$ cat src/rtl/ram512x36_fifo_ctl.sv
`default_nettype none
// ============================================================================
// Module   : ram512x36_fifo_ctl
// Brief    : FIFO controller around a 512x36 dual-port RAM (A write, B read);
//            the RAM output latch acts as a 513th head slot.
// Revision : 1.0 - initial release
// ============================================================================
module ram512x36_fifo_ctl #(
    parameter int AFULL_THRESH  = 480,
    parameter int AEMPTY_THRESH = 16
) (
    input  logic        clk,
    input  logic        rst,
    input  logic        flush,
    input  logic        wr_valid,
    input  logic [35:0] wr_data,
    output logic        wr_ready,
    output logic        rd_valid,
    output logic [35:0] rd_data,
    input  logic        rd_ready,
    output logic [9:0]  count,
    output logic        afull,
    output logic        aempty,
    output logic        ovf_err,
    output logic        ram_ena,
    output logic        ram_wea,
    output logic [8:0]  ram_addra,
    output logic [31:0] ram_dia,
    output logic [3:0]  ram_dipa,
    output logic        ram_enb,
    output logic [8:0]  ram_addrb,
    input  logic [31:0] ram_dob,
    input  logic [3:0]  ram_dopb
);

    localparam logic [9:0] c_ram_depth = 10'd512;
    localparam logic [9:0] c_afull     = 10'(AFULL_THRESH);
    localparam logic [9:0] c_aempty    = 10'(AEMPTY_THRESH);

    logic [8:0] wr_ptr_q,   wr_ptr_d;
    logic [8:0] rd_ptr_q,   rd_ptr_d;
    logic [9:0] ram_cnt_q,  ram_cnt_d;
    logic       rd_valid_q, rd_valid_d;
    logic       ovf_err_q,  ovf_err_d;

    logic       w_accept;
    logic       w_issue;

    // Readiness looks only at registered occupancy, so a slot freed this cycle
    // is not offered until the next one.
    assign wr_ready = (ram_cnt_q != c_ram_depth) && !rst;
    assign w_accept = wr_valid && wr_ready && !flush;
    assign w_issue  = (ram_cnt_q != 10'd0) && (!rd_valid_q || rd_ready) && !flush;

    always_comb begin
        wr_ptr_d   = wr_ptr_q;
        rd_ptr_d   = rd_ptr_q;
        ram_cnt_d  = ram_cnt_q;
        rd_valid_d = rd_valid_q;
        ovf_err_d  = ovf_err_q;

        if (flush) begin
            wr_ptr_d   = 9'd0;
            rd_ptr_d   = 9'd0;
            ram_cnt_d  = 10'd0;
            rd_valid_d = 1'b0;
            ovf_err_d  = 1'b0;
        end else begin
            if (w_accept) begin
                wr_ptr_d = wr_ptr_q + 9'd1;
            end
            if (w_issue) begin
                rd_ptr_d = rd_ptr_q + 9'd1;
            end
            ram_cnt_d = ram_cnt_q + 10'(w_accept) - 10'(w_issue);

            if (w_issue) begin
                rd_valid_d = 1'b1;
            end else if (rd_valid_q && rd_ready) begin
                rd_valid_d = 1'b0;
            end

            if (wr_valid && !wr_ready) begin
                ovf_err_d = 1'b1;
            end
        end
    end

    always_ff @(posedge clk or posedge rst) begin
        if (rst) begin
            wr_ptr_q   <= 9'd0;
            rd_ptr_q   <= 9'd0;
            ram_cnt_q  <= 10'd0;
            rd_valid_q <= 1'b0;
            ovf_err_q  <= 1'b0;
        end else begin
            wr_ptr_q   <= wr_ptr_d;
            rd_ptr_q   <= rd_ptr_d;
            ram_cnt_q  <= ram_cnt_d;
            rd_valid_q <= rd_valid_d;
            ovf_err_q  <= ovf_err_d;
        end
    end

    assign ram_ena   = w_accept;
    assign ram_wea   = w_accept;
    assign ram_addra = wr_ptr_q;
    assign ram_dia   = wr_data[31:0];
    assign ram_dipa  = wr_data[35:32];

    // Port B stays disabled unless issuing so its output latch holds the head.
    assign ram_enb   = w_issue;
    assign ram_addrb = rd_ptr_q;

    assign rd_valid  = rd_valid_q;
    assign rd_data   = {ram_dopb, ram_dob};
    assign count     = ram_cnt_q + {9'd0, rd_valid_q};
    assign afull     = (ram_cnt_q >= c_afull);
    assign aempty    = (count <= c_aempty);
    assign ovf_err   = ovf_err_q;

endmodule
`default_nettype wire

$ cat config.mk
export PLATFORM = sky130hd
export DESIGN_NAME = ram512x36_fifo_ctl
export DESIGN_NICKNAME = d
export VERILOG_FILES = /design/src/rtl/ram512x36_fifo_ctl.sv
export SDC_FILE = /design/constraint.sdc
export NUM_CORES = 1
export LEC_CHECK = 0
export CELL_PAD_IN_SITES_DETAIL_PLACEMENT = 0
export CELL_PAD_IN_SITES_GLOBAL_PLACEMENT = 1
export CORE_MARGIN = 3
export CORE_UTILIZATION = 25
export DETAILED_ROUTE_END_ITERATION = 8
export PLACE_DENSITY_LB_ADDON = 0.1
export SETUP_SLACK_MARGIN = 0.5
export SLEW_MARGIN = 25
export SYNTH_ARGS = -nofsm -noshare
export SYNTH_HDL_FRONTEND = slang
export SYNTH_SLANG_ARGS = --single-unit
$ cat constraint.sdc
create_clock -name clk -period 4.05 [get_ports clk]
set_input_delay 0.6075 -clock clk [delete_from_list [all_inputs] [get_ports clk]]
set_output_delay 0.6075 -clock clk [all_outputs]
set_load 0.005 [all_outputs]
==> out/results.tsv <==
metric	value	unit
flop-to-flop setup slack	0.85	ns
I/O Pins	185	
Leak Pwr	1.21	nW
port bufs	40	
hold depth	2	
Worst Setup Slack post-DPL	0.716	ns
Post-CTS Setup Repair Bufs	0	
Final HPWL DP	4430	um
clock sink count	30	
top cells by count, synth	73 x buf_4, 32 x nor2_1, 30 x dfrtp_1	
clock tree buffer depth	2	
Antenna Cells	0	
slowest stage cell, crit path	clkdlybuf4s50_1	
Crit path largest cell delay	0.54	ns
clock period minus worst slack	3.24	ns
gpl congestion	0.758	
CTS tree	yes	
most frequent cell after synthesis	buf_4	
TNS Setup	0	ns
max_cap viols	0	
Synth cell types	37	
placed insts	390	
worst slew pin tran	0.346	ns
Synth Flop Type	dfrtp_1	
max-slew violations	0	
synthesized cell area	2630	um2
via count of the routed design	1724	
WS Path Type	reg -> out	
Final ANT Viol Nets	0	
fin cells	398	
core region area	10000	um2
total CTS buffers	5	
share of cells above drive strength 1	0.0717	
Hold Buf Count CTS	0	
pwr/cell area	603	nW/um2
Startpoint Class	flip-flop	
critical path fanouts, max	4	
CTS H-Tree Depth	2	
ys async rst share	1.00	
die span in x	109	um
vias in the first global route	1818	
nets	370	
Synth Instances	289	
Setup WS post-layout	0.814	ns
mean post-synth cell area	9.10	um2
outcome	finished clean	
fin util	0.277	
worst skew pair latency	0.28	ns
sequential element share of the synthesized area	0.285	
CP Cell Sequence	ha_1, ha_1, xor2_1, o41ai_1, nor4bb_1, clkdlybuf4s50_1	
DR pass1 iterations	4	
Total GRT Usage	0.103	
max_slew headroom	0.769	
RR Endpoint	ram_cnt_q[8]	
final hold viol count	0	
Worst Hold End	ovf_err	
Post-synth EDFFs	0	
Worst R2R Start	ram_cnt_q[2]	
hold crit path type	reg -> reg	
CTS root buf	clkbuf_8	
synth top area cells	dfrtp_1 29%, buf_4 21%, ha_1 13%	
die area	11800	um2
wire per inst	14.6	um
period utilisation layout	0.799	
largest net degree at the start of global routing	25	
area grow syn2layout	5.42	%
Post-Route WL	5790	um
Initial Utilization	0.263	
Setup Skew	0.00540	ns
data arrival time of the worst path	2.63	ns
fmax	309	MHz
Synth top area share	0.285	
# setup viols final	0	
worst path required time	3.44	ns
Worst VDD drop	0.196	mV
DRC	0	
cell mode on critical path	ha_1	
RSZ-0062 raised after global routing	no	
Worst Hold Launch	ovf_err	
initial antenna violation count	0	
Row Count	36	
grt ovf	0	
Synth area leader	dfrtp_1	
initial DRC count	40	
Die H	109	um
# resized after CTS	0	
vias per cell	4.33	
Yosys warning count	0	
syn nets	395	
R2R depth	14	
Critical Path Sink Type	output port	
first-pass GRT wire length	9400	um
CTS clk-pin slew, worst paths	0.07	ns
Yosys reg bits	30	
## worst max-delay path, delay by kind of cell (launching register included)
family | cells | cell delay, ns
XOR/XNOR | 1 | 0.17
buffers and inverters | 1 | 0.54
adder cells (fa/ha/maj) | 2 | 0.52
flip-flops | 1 | 0.46
AO/OA/AOI/OAI | 1 | 0.35
AND/OR/NAND/NOR | 1 | 0.31
## area by class of cell
class | count | area [um2]
Fill cell | 1100 | 7230
Multi-Input combinational cell | 163 | 1240
Sequential cell | 30 | 751
Timing Repair Buffer | 45 | 438
Tap cell | 133 | 166
Inverter | 19 | 71.3
Clock buffer | 5 | 68.8
Clock inverter | 3 | 40.0
## worst max path at each step
| stage | start | endpoint | slack, ns | cells past startpoint |
|---|---|---|---|---|
| after floorplan | ram_cnt_q[2] | ram_cnt_q[8] | 0.94 | 14 |
| after global routing | ram_cnt_q[3] | ram_cnt_q[8] | 0.63 | 14 |
| after detailed placement | rd_ready | ram_cnt_q[9] | 0.72 | 11 |
| final | ram_cnt_q[0] | aempty | 0.81 | 6 |
| after CTS | ram_cnt_q[0] | aempty | 0.75 | 6 |
| after global placement | rd_ready | ram_cnt_q[8] | 0.74 | 13 |
## report_power, final
part           internal [mW]  switching, mW
logic                  0.476          0.450
clock network          0.181          0.124
registers              0.355         0.0866
total                   1.01          0.661
## cells by family after synthesis
family | share of synthesized area
buffers and inverters | 0.244
XOR/XNOR | 0.0965
AO/OA/AOI/OAI | 0.0680
adder cells (fa/ha/maj) | 0.141
flip-flops | 0.285
AND/OR/NAND/NOR | 0.154
multiplexers | 0.0119
## per-stage QoR
step | hold slack (ns) | area [um2] | power, mW
detailed placement | 0.486 | 2670 | 1.39
global route | 0.545 | 2770 | 1.83
CTS | 0.507 | 2770 | 1.71
floorplan | 0.486 | 2630 | 1.12
finish | 0.500 | 2770 | 1.67
global placement | 0.476 | 2670 | 1.41
## layer usage
metal  track usage  vias to the layer above  part of all wire
met5             0                        -                 0
met4        0.0388                        0             0.021
met3        0.0316                       26             0.060
met2         0.164                       57              0.45
met1         0.131                      815              0.47
li1              -                      826                 -
## placed cells by master (no fill, tap or decap), drive strengths merged, types with 3 or more instances in the layout
| cell | n |
|---|---|
| a21oi | 9 |
| and3 | 3 |
| buf | 5 |
| clkbuf | 5 |
| clkdlybuf4s50 | 40 |
| dfrtp | 30 |
| ha | 28 |
| inv | 19 |
| nand2 | 7 |
| nand3 | 6 |
| nand4 | 8 |
| nor2 | 32 |
| nor2b | 8 |
| nor3 | 5 |
| o21ai | 4 |
| or3 | 3 |
| xnor2 | 18 |
| xor2 | 11 |
## registers in the layout, summed over array words and instances, names as in the netlist
name       cells
ovf_err        1
ram_addra      9
ram_addrb      9
ram_cnt_q     10
rd_valid       1
Note: power is estimated with default switching activity, not from simulation.
